`src/rtl/reg_file_lq.sv`:
```
// Register file with bypassed read ports and a pending-load return queue.
// Busy scoreboard over queued load destinations drives the Stall output.
module reg_file_lq #(
  parameter int W         = 8,
  parameter int D         = 3,
  parameter int FIXED_REG = 1,
  parameter int LQ_DEPTH  = 2
) (
  input  logic              Clk,
  input  logic              Reset_n,
  input  logic [1:0]        REG_WRITE,
  input  logic [1:0]        WD_SRC,
  input  logic [D-1:0]      RS_addr,
  input  logic [D-1:0]      RT_addr,
  input  logic [W-1:0]      Imm,
  input  logic [W-1:0]      mem_data,
  input  logic [W-1:0]      ALU_result,
  input  logic              Load_Issue,
  input  logic [D-1:0]      Load_Dst,
  input  logic              Load_Done,
  output logic [W-1:0]      DataOut_RS,
  output logic [W-1:0]      DataOut_RT,
  output logic [W-1:0]      DataOut_R0,
  output logic [W-1:0]      DataOut_R1,
  output logic              Stall,
  output logic              Load_Full,
  output logic [(2**D)-1:0] Busy_Vec
);

  localparam int NR = 2 ** D;
  localparam int AW = $clog2(LQ_DEPTH);
  localparam int CW = AW + 1;

  logic [W-1:0]  regs_q [NR];
  logic [W-1:0]  regs_d [NR];
  logic [D-1:0]  lq_q   [LQ_DEPTH];
  logic [D-1:0]  lq_d   [LQ_DEPTH];
  logic [AW-1:0] head_q, head_d;
  logic [AW-1:0] tail_q, tail_d;
  logic [CW-1:0] cnt_q, cnt_d;
  logic [W-1:0]  r0_q, r1_q;

  logic [D-1:0]  a_dst;
  logic [W-1:0]  a_data;
  logic          a_we;
  logic [D-1:0]  b_dst;
  logic          pop;
  logic          push;
  logic          full;
  logic          stall;
  logic [NR-1:0] busy;
  logic [AW-1:0] off;

  always_comb begin
    a_dst = RT_addr;
    unique case (REG_WRITE)
      2'b01:   a_dst = RT_addr;
      2'b10:   a_dst = D'(FIXED_REG);
      2'b11:   a_dst = RS_addr;
      default: a_dst = RT_addr;
    endcase
  end

  always_comb begin
    a_data = Imm;
    unique case (WD_SRC)
      2'b00:   a_data = Imm;
      2'b01:   a_data = mem_data;
      2'b10:   a_data = ALU_result;
      default: a_data = Imm;
    endcase
  end

  assign full  = (cnt_q == CW'(LQ_DEPTH));
  assign pop   = Load_Done && (cnt_q != '0);
  assign b_dst = lq_q[head_q];

  // The completing head no longer blocks, so its consumer issues this cycle.
  always_comb begin
    busy = '0;
    off  = '0;
    for (int i = 0; i < LQ_DEPTH; i++) begin
      off = AW'(i) - head_q;
      if (({1'b0, off} < cnt_q) && !(pop && (AW'(i) == head_q)))
        busy[lq_q[i]] = 1'b1;
    end
  end

  assign stall = busy[RS_addr] | busy[RT_addr]
               | ((REG_WRITE != 2'b00) & busy[a_dst]);

  assign a_we = (REG_WRITE != 2'b00) && (WD_SRC != 2'b11) && !stall;
  assign push = Load_Issue && !stall && (!full || pop);

  // Port A is the younger write, so it is applied last and wins.
  always_comb begin
    regs_d = regs_q;
    if (pop)
      regs_d[b_dst] = mem_data;
    if (a_we)
      regs_d[a_dst] = a_data;
  end

  always_comb begin
    lq_d = lq_q;
    if (push)
      lq_d[tail_q] = Load_Dst;
  end

  assign head_d = head_q + AW'(pop);
  assign tail_d = tail_q + AW'(push);
  assign cnt_d  = cnt_q + CW'(push) - CW'(pop);

  always_comb begin
    if (a_we && (a_dst == RS_addr))
      DataOut_RS = a_data;
    else if (pop && (b_dst == RS_addr))
      DataOut_RS = mem_data;
    else
      DataOut_RS = regs_q[RS_addr];
  end

  always_comb begin
    if (a_we && (a_dst == RT_addr))
      DataOut_RT = a_data;
    else if (pop && (b_dst == RT_addr))
      DataOut_RT = mem_data;
    else
      DataOut_RT = regs_q[RT_addr];
  end

  always_ff @(posedge Clk) begin
    if (!Reset_n) begin
      regs_q <= '{default: '0};
      lq_q   <= '{default: '0};
      head_q <= '0;
      tail_q <= '0;
      cnt_q  <= '0;
      r0_q   <= '0;
      r1_q   <= '0;
    end else begin
      regs_q <= regs_d;
      lq_q   <= lq_d;
      head_q <= head_d;
      tail_q <= tail_d;
      cnt_q  <= cnt_d;
      r0_q   <= regs_d[0];
      r1_q   <= regs_d[1];
    end
  end

  assign DataOut_R0 = r0_q;
  assign DataOut_R1 = r1_q;
  assign Stall      = stall;
  assign Load_Full  = full;
  assign Busy_Vec   = busy;

endmodule

```
`config.mk`:
```
export PLATFORM = sky130hd
export DESIGN_NAME = reg_file_lq
export DESIGN_NICKNAME = d
export VERILOG_FILES = /design/src/rtl/reg_file_lq.sv
export SDC_FILE = /design/constraint.sdc
export NUM_CORES = 1
export LEC_CHECK = 0
export CAP_MARGIN = 15
export CORE_MARGIN = 2
export CORE_UTILIZATION = 50
export CTS_BUF_LIST = sky130_fd_sc_hd__clkbuf_4
export DETAILED_ROUTE_END_ITERATION = 8
export PLACE_DENSITY = 0.7
export SLEW_MARGIN = 20
export SYNTH_ARGS = -nofsm -noshare
export SYNTH_HDL_FRONTEND = slang
export SYNTH_SLANG_ARGS = --single-unit
```
`constraint.sdc`:
```
create_clock -name Clk -period 5.68 [get_ports Clk]
set_input_delay 1.136 -clock Clk [delete_from_list [all_inputs] [get_ports Clk]]
set_output_delay 1.136 -clock Clk [all_outputs]
set_load 0.01 [all_outputs]
```
# Word level (Yosys, flattened, before mapping)

Index checks and enable logic that the tools add are counted.

Register bits after elaboration: 74
Bits in latches: 0
Memory bits (writable): 0
Bits in read-only memories: 0
Bits of input ports: 41
Logic and storage cells: 121
Memories: 0

Add/subtract/negate cells: 6
$mul: 0
Divide/modulo/power cells: 0
$lt $le $gt $ge: 18
Eq/ne operators: 10
Shift operators: 0
Mux-type cells: 38
Bitwise gates (word level): 11
Reductions and logical operators: 25

Operators with widths:

| kind                                                               | count |
|---|---|
| bitwise mux 64 bit                                                 | 2 |
| 2-to-1 mux 64 bit                                                  | 2 |
| 2-to-1 mux 8 bit                                                   | 12 |
| binary-select mux 8 bit (select 3 bit)                             | 2 |
| demux 8 bit (select 3 bit)                                         | 2 |
| less-than comparator 3 x 4 -> 1 bit (second input constant)        | 5 |
| logical AND 1 bit                                                  | 18 |
| greater-or-equal comparator 4 bit (second input constant)          | 4 |
| inverter 3 -> 4 bit                                                | 4 |
| case mux 8 bit (2 select lines)                                    | 1 |
| equality test 3 bit                                                | 4 |
| 2-to-1 mux 3 bit                                                   | 4 |
| binary-select mux 1 bit (select 3 bit)                             | 3 |
| equality test 2 bit (second input constant)                        | 4 |
| less-than comparator 4 x 1 -> 1 bit (second input constant)        | 2 |
| bitwise OR 8 bit                                                   | 1 |
| bitwise mux 6 bit                                                  | 1 |
| demux 1 bit (select 3 bit)                                         | 2 |
| greater-or-equal comparator 3 x 1 -> 1 bit (second input constant) | 2 |
| case mux 3 bit (2 select lines)                                    | 1 |
| 2-to-1 mux 1 bit                                                   | 5 |
| greater-or-equal comparator 2 bit (second input constant)          | 2 |
| logical NOT 1 bit                                                  | 4 |
| less-than comparator 1 x 2 -> 1 bit                                | 2 |
| other kinds (14)                                                   | 19 |

# Depth between registers and ports, before layout

Gate-level depths: netlist of run 1.

Depth after elaboration: 17
Mapped depth: 18
Mapped depth without buffers: 17

# Least setup slack after synthesis of run 1

Ideal clock, no wire load.

Kind: input-to-output
Start point: input Load_Done
End point: output DataOut_RS[0]
Arrival time: 3.570 ns
Required time: 4.544 ns
Setup slack: 0.974 ns
Stages: 11
Buffers on the path: 1
Cell sequence: nand2_1 -> inv_1 -> ha_1 -> or3b_1 -> o22a_1 -> mux4_2 -> o22ai_4 -> nor4b_4 -> and2_1 -> buf_4 -> mux2i_1

Longest elaborated chain between the ends: 15
Elaborated cells on any way between the ends: 25
Those cells by class: mux (10); bitwise (4); reduce/logical (11)

Ends and longest elaborated chain:

| item                                                         | RTL line | RTL |
|---|---|---|
| start, declared                                              | 20       | `input logic Load_Done,` |
| logical AND 1 bit *                                          | 75       | `assign pop = Load_Done && (cnt_q != '0);` |
| logical AND 1 bit                                            | 84       | `if (({1'b0, off} < cnt_q) && !(pop && (AW'(i) == head_q)))` |
| logical NOT 1 bit                                            | 84       |  |
| logical AND 1 bit                                            | 84       |  |
| 2-to-1 mux 8 bit                                             | 84       |  |
| bitwise OR 8 bit (no line)                                   | -        |  |
| 2-to-1 mux 8 bit                                             | 84       |  |
| binary-select mux 1 bit (select 3 bit) (on tied branches)    | 89, 90   |  |
| 2-to-1 mux 1 bit (on tied branches)                          | 89, 90   |  |
| bitwise OR 1 bit / bitwise AND 1 bit (equally long branches) | 89, 90   |  |
| bitwise OR 1 bit                                             | 90       | `\| ((REG_WRITE != 2'b00) & busy[a_dst]);` |
| logical NOT 1 bit                                            | 92       | `assign a_we = (REG_WRITE != 2'b00) && (WD_SRC != 2'b11) && !stall;` |
| logical AND 1 bit                                            | 92       |  |
| logical AND 1 bit                                            | 115      | `if (a_we && (a_dst == RS_addr))` |
| 2-to-1 mux 8 bit *                                           | 115      |  |
| end, declared                                                | 21       | `output logic [W-1:0] DataOut_RS,` |

Every way passes the cells marked *; elsewhere a longest branch is shown, timed or not. The select of a mux whose other input is x is not followed.

# Worst setup path in the final report of run 1

Start point: input Load_Done
End point: output DataOut_RT[2]

Longest elaborated chain between the ends: 15
Elaborated cells on any way between the ends: 25
Those cells by class: mux (10); bitwise (4); reduce/logical (11)

Ends and longest elaborated chain:

| item                                                         | RTL line | RTL |
|---|---|---|
| logical AND 1 bit *                                          | 75       |  |
| logical AND 1 bit                                            | 84       |  |
| logical NOT 1 bit                                            | 84       |  |
| logical AND 1 bit                                            | 84       |  |
| 2-to-1 mux 8 bit                                             | 84       |  |
| bitwise OR 8 bit (no line)                                   | -        |  |
| 2-to-1 mux 8 bit                                             | 84       |  |
| binary-select mux 1 bit (select 3 bit) (on tied branches)    | 89, 90   |  |
| 2-to-1 mux 1 bit (on tied branches)                          | 89, 90   |  |
| bitwise OR 1 bit / bitwise AND 1 bit (equally long branches) | 89, 90   |  |
| bitwise OR 1 bit                                             | 90       |  |
| logical NOT 1 bit                                            | 92       |  |
| logical AND 1 bit                                            | 92       |  |
| logical AND 1 bit                                            | 124      | `if (a_we && (a_dst == RT_addr))` |
| 2-to-1 mux 8 bit *                                           | 124      |  |
| end, declared                                                | 22       | `output logic [W-1:0] DataOut_RT,` |

Marks and branches as above.

==> flow_metrics.py, run 1 <==
metrics = {
    "clock_tree": {
        "postCtsSetupBuffers": 0,
        "tritoncts": "yes",
        "clk_pin_slew_ns": 0.12,
        "h-tree-depth": 3,
        "cts_resized": 9,
        "insertion_delay_ns": 0.44,
        "cts_made_buffers": 9,
        "hold_buffers": 0,
        "cts_root_buffer": "clkbuf_4",
        "clockBufferDepth": 2,
        "clock_sinks": 74,
    },
    "worst_hold_path": {
        "hold_end": "tail_q",
        "hold_class": "reg -> reg",
        "holdPathStages": 3,
        "hp-start": "tail_q",
    },
    "sta": {
        "min_period_over_period_pct": 96.9,
        "final.min_clock_period_ns": 5.50,
        "max_freq_mhz": 182,
        "hold_violations": 0,
        "holdWs_ns": 0.564,
        "skew_ns": 0.0114,
        "worstMarginPinSlew_ns": 1.10,
        "slew_viol_final": 0,
        "setup_viol": 0,
        "rsz0062_at_grt": "false",
        "relSlewSlack_pct": 26.7,
    },
    "die": {
        "die_x_um": 115,
        "die_area_um2": 13200,
        "core_um2": 12000,
        "die_h_um": 115,
        "initial_core_util_pct": 51.1,
        "rows": 40,
        "pin_count": 83,
    },
    "global_route": {
        "antenna_found_initial": 1,
        "grt-ovfl-total": 0,
        "grt_pass1_wl_um": 28100,
        "grt_usage_pct": 27.4,
        "grt_pass1_vias": 5265,
        "grt_max_degree": 59,
    },
    "synth": {
        "ys.flop_type": "dfxtp_1",
        "synth.top_cell.area_share_pct": 24.1,
        "syn-num-nets": 701,
        "synth_commonest_cells": "81 x mux2i_1, 77 x nand2_1, 74 x dfxtp_1",
        "synth_area_um2": 6140,
        "ys_seq_area_share_pct": 24.1,
        "synth_edf_count": 0,
        "async_flop_share_pct": 0,
        "syn_area_per_cell_um2": 9.42,
        "ys_warn_count": 0,
        "synth_cell_types": 67,
        "synth_cells": 652,
        "yosys-top-cells-area": "dfxtp_1 24%, mux2i_1 13%, mux4_2 12%",
        "yosysMostFrequentCell": "mux2i_1",
        "synth-seq-cells": 74,
        "synth_top_area_cell": "dfxtp_1",
    },
    "pwr": {
        "comb_power_share_pct": 43.5,
        "switching_share_pct": 38.1,
        "switchingPower_mw": 0.603,
        "leakage_nw": 3.01,
        "clkPwrFrac_pct": 18.1,
        "ir_worst_vdd_mv": 0.139,
        "p_int_mw": 0.980,
        "power_density_nw_per_um2": 223,
        "seq_power_share_pct": 38.5,
    },
    "cells_and_area": {
        "final_nets": 752,
        "final_area_um2": 7110,
        "area_growth_pct": 15.8,
        "drive_above_1_share_pct": 22.9,
        "final_cells": 855,
    },
    "detailed_routing": {
        "dr.pass1.iters": 7,
        "drcViolationCount": 0,
        "detail_route.vias_per_cell": 6.33,
        "drtIter0Drc": 549,
        "routed_wl_um": 17900,
        "antenna_left": 0,
        "vias": 5413,
        "wl_per_cell_um": 21.0,
    },
    "place": {
        "io_buffers": 82,
        "placedCellCount": 839,
        "placed_cell_area_um2": 6990,
        "dp_hpwl_um": 13200,
        "gp_congestion": 0.901,
    },
    "job": {
        "drv_cap": 0,
    },
    "worst_setup_path": {
        "arrival_ns": 4.37,
        "rr_worst_depth": 17,
        "r2r-start": "cnt_q[1]",
        "startpoint_type": "input pin",
        "worstPathMaxFanout": 8,
        "worstSetupPathType": "in -> out",
        "cp_data_required_time_ns": 4.54,
        "worstSetupEndpointType": "output port",
        "reg2reg_to": "cnt_q[1]",
        "r2r_slack_ns": 1.71,
    },
    "run_status": {
        "status": "completed",
    },
}
-- metal layers --
| layer | GRT usage, % | wire, um | vias to the layer above |
|---|---|---|---|
| met4 | 8.76 | 271 | 0 |
| met1 | 39.9 | 8080 | 2637 |
| met3 | 3.80 | 1590 | 23 |
| met2 | 42.1 | 7980 | 265 |
| li1 | - | - | 2488 |
| met5 | 0 | 0 | - |
-- stage by stage --
step	setup WS (ns)	total power [mW]	utilization (%)	TNS (ns)
2_1_floorplan	0.974	1.09	-	0
3_3_place_gp	0.0251	1.29	58.1	0
3_5_place_dp	-0.0484	1.30	58.2	-0.236
4_1_cts	0.0136	1.58	59.0	0
5_1_grt	0.0120	1.66	59.2	0
6_report	0.177	1.58	59.2	0
-- layout by cell type (no fill, tap or decap), types with 7 or more instances in the layout --
cell,instances
a211oi_1,16
a21oi_1,37
a221oi_2,8
a22oi_1,8
a311oi_1,8
buf_4,28
clkbuf_4,10
clkdlybuf4s50_1,68
dfxtp_1,74
dlygate4sd2_1,7
ha_1,8
inv_1,15
mux2_2,48
mux2i_1,80
mux4_2,34
nand2_1,77
nand2b_1,13
nor2_1,39
nor2b_1,18
o221ai_1,9
xnor2_1,8
-- cell type report --
class / count / area [um2]
well taps: 147 / 184
diodes: 1 / 2.50
clock inverters: 5 / 32.5
clock buffers: 10 / 75.1
inverters: 17 / 63.8
repair buffers: 110 / 1030
multi-input cells: 491 / 4240
flip-flops and latches: 74 / 1480
fillers: 1059 / 4900
-- registers in the layout, summed over array words and instances (netlist names) --
name and cells:
tail_q 1, regs_q 48, DataOut_R1 8, head_q 1
cnt_q 2, DataOut_R0 8, lq_q 6
-- how the worst max path moves through the flow --
stage,endpoint,cells after the start,slack (ns),from
floorplan,DataOut_RS[0],11,0.97,Load_Done
global placement,DataOut_RS[4],13,0.03,Load_Done
detailed placement,DataOut_RS[4],13,-0.05,Load_Done
CTS,DataOut_RS[7],12,0.01,Load_Done
global route,DataOut_RT[2],12,0.01,Load_Done
finish,DataOut_RT[2],12,0.18,Load_Done
-- kinds of logic (layout without fill, tap and decap cells) --
kind of cell	count (synthesis)	in the layout	synth area share, %
AOI/OAI and AO/OA	119	119	14.9
adders and majority gates	8	8	1.63
DFF	74	74	24.1
muxes	163	163	34.5
other	0	1	0
and+or+nand+nor	190	190	16.2
xor gates and xnor gates	11	11	1.57
buffers and inverters	87	142	7.15
-- power by group through the flow --
stage                     clock, mW  combinational [mW]  sequential [mW]
after floorplan                   0               0.496            0.592
after global placement            0               0.674            0.616
after detailed placement          0               0.685            0.619
after CTS                     0.293               0.684            0.607
after global routing          0.310               0.736            0.616
final                         0.286               0.688            0.609
-- worst max-delay path, stage by stage --
cell and delay [ns]:
clkdlybuf4s50_1 0.43, nand2_1 0.09, inv_1 0.07, ha_1 0.21, or3b_1 0.42, o22a_1 0.25
mux4_2 0.53, o22ai_4 0.22, nor4b_4 0.09, and2_4 0.21, mux2i_1 0.16, clkdlybuf4s50_1 0.56
Power figures use the tool's default switching activity.
==> run 2: changes to the inputs <==
Settings changed: SLEW_MARGIN 20 to default.
==> run 2 against run 1 <==
Compared with the run above: first-iteration DRC count is 11% lower; critical path depth stayed put; via count is 0.78% higher; total power is 8.7% higher; routed wire length hardly changed; die area stayed put; cell count is 0.12% higher; combinational power hardly changed; critical path type unchanged; critical endpoint is now DataOut_RT[3]; largest cell class unchanged.
==> flow_metrics.py, run 2 (synthesis results as in run 1) <==
metrics = {
    "cells_and_area": {
        "area_growth_pct": 16.9,
        "largest_reg_flops": 48,
        "drive_above_1_share_pct": 23.1,
        "antenna_cells": 0,
        "layout_common_cells": "80 x mux2i_1, 77 x nand2_1, 74 x dfxtp_1",
        "final_area_um2": 7180,
        "largest-register": "regs_q",
        "final_nets": 753,
        "layout_commonest_cell": "mux2i_1",
    },
    "detailed_routing": {
        "antenna_left": 0,
        "drcViolationCount": 0,
        "dr.pass1.iters": 5,
        "wl_per_cell_um": 20.9,
        "vias": 5455,
        "detail_route.vias_per_cell": 6.37,
        "routed_wl_um": 17900,
        "drtIter0Drc": 489,
    },
    "global_route": {
        "grt-ovfl-total": 0,
        "antenna_found_initial": 0,
        "grt_pass1_vias": 5243,
        "grt_usage_pct": 27.2,
        "grt_pass1_wl_um": 28000,
        "grt_max_degree": 59,
    },
    "worst_setup_path": {
        "cp_num_buf_inv": 3,
        "arrival_ns": 4.38,
        "worstSetupPathDepth": 12,
        "r2r-start": "cnt_q[1]",
        "worstSetupEndpointType": "output port",
        "cp_data_required_time_ns": 4.54,
        "critPathLaunch": "Load_Done",
        "worstSetupPathType": "in -> out",
        "startpoint_type": "input pin",
        "slowest_stage": "clkdlybuf4s50_1",
        "path_delay_family": "buffers and inverters",
        "path_cells": "clkdlybuf4s50_1 > nand2_1 > inv_1 > ha_1 > or3b_1 > o22a_1 > mux4_2 > o22ai_4 > nor4b_4 > and2_4 > mux2i_1 > clkdlybuf4s50_1",
        "rr_worst_depth": 17,
        "worstPathMaxFanout": 8,
        "cpMostUsedCell": "clkdlybuf4s50_1",
        "crit_path_max_incr_delay_ns": 0.56,
    },
    "sta": {
        "rsz0062_at_grt": "false",
        "relSlewSlack_pct": 28.4,
        "hold_violations": 0,
        "min_period_over_period_pct": 97.1,
        "slew_viol_final": 0,
        "max_freq_mhz": 181,
        "skew_ns": 0.0282,
        "worstMarginPinSlew_ns": 1.07,
        "setup_viol": 0,
        "fin_ws_ns": 0.164,
        "final.min_clock_period_ns": 5.52,
    },
    "clock_tree": {
        "cts_made_buffers": 9,
        "insertion_delay_ns": 0.45,
        "clockBufferDepth": 2,
        "tritoncts": "yes",
        "clk_pin_slew_ns": 0.10,
        "clock_sinks": 74,
        "h-tree-depth": 3,
        "cts_root_buffer": "clkbuf_4",
    },
    "place": {
        "gp_congestion": 0.901,
        "io_buffers": 82,
        "placed_cell_area_um2": 6980,
        "dp_hpwl_um": 13100,
        "pre_cts_ws_ns": -0.0412,
    },
    "die": {
        "pin_count": 83,
        "die_h_um": 115,
        "initial_core_util_pct": 51.1,
        "rows": 40,
        "die_x_um": 115,
        "core_um2": 12000,
        "die_area_um2": 13200,
    },
    "pwr": {
        "leakage_nw": 2.97,
        "p_total_mw": 1.72,
        "power_density_nw_per_um2": 240,
        "ir_worst_vdd_mv": 0.117,
    },
    "run_status": {
        "status": "completed",
    },
    "job": {
        "drv_cap": 0,
    },
    "worst_hold_path": {
        "hp-start": "lq_q[4]",
        "holdPathStages": 2,
        "hold_class": "reg -> reg",
    },
}
run 2: cell count changes in the layout (fill, tap and decap cells not counted), sizes merged:
cell           change
clkdlybuf4s50      +4
clkinv             -1
buf                +1
inv                +1
clkbuf             -1
diode              -1
dlymetal6s2s       -4
clkinvlp           -1
bufinv             +3
run 2: what timing repair did:
item	in CTS	in global routing
endpoints found under the setup margin	13	9
hold buffers	0	0
resized for setup	9	4
endpoints found under the hold margin	0	0
buffers inserted	0	0
run 2: final timing paths:
check | end | slack, ns
worst max register to register | cnt_q[1] | 1.72
worst min-delay path | lq_q[4] | 0.60
worst min register to register | lq_q[4] | 0.60
worst max-delay path | DataOut_RT[3] | 0.16
run 2: layout make-up:
type	count	area [um2]
Sequential cell	74	1480
Tap cell	147	184
Timing Repair Buffer	111	1030
Clock buffer	9	67.6
Clock inverter	7	115
Inverter	17	63.8
Fill cell	1038	4830
Multi-Input combinational cell	491	4240
run 2: worst min-delay path, stage by stage (launching register included):
cell and delay, ns:
dfxtp_1 0.36, mux2i_1 0.14, nor2_1 0.05
run 2: report_power, final:
part,internal [mW],switching [mW]
Sequential,0.559,0.0509
Clock,0.222,0.200
Combinational,0.332,0.357
Total,1.11,0.608
run 2: routing by layer:
| layer | routed length (um) | global-route usage (%) | vias up | part of all wire, % |
|---|---|---|---|---|
| li1 | - | - | 2496 | - |
| met1 | 8090 | 38.8 | 2667 | 45 |
| met2 | 7980 | 41.2 | 258 | 44 |
| met3 | 1530 | 6.11 | 34 | 8.6 |
| met4 | 327 | 8.67 | 0 | 1.8 |
| met5 | 0 | 0 | - | 0 |
run 2: stage by stage:
step | util [%] | hold WS [ns] | instances | TNS, ns
floorplan | - | 0.514 | 652 | 0
detailed placement | 58.1 | 0.550 | 839 | -0.178
global placement | 58.1 | 0.546 | 839 | 0
global route | 59.8 | 0.636 | 856 | 0
CTS | 59.6 | 0.601 | 855 | 0
finish | 59.8 | 0.597 | 856 | 0
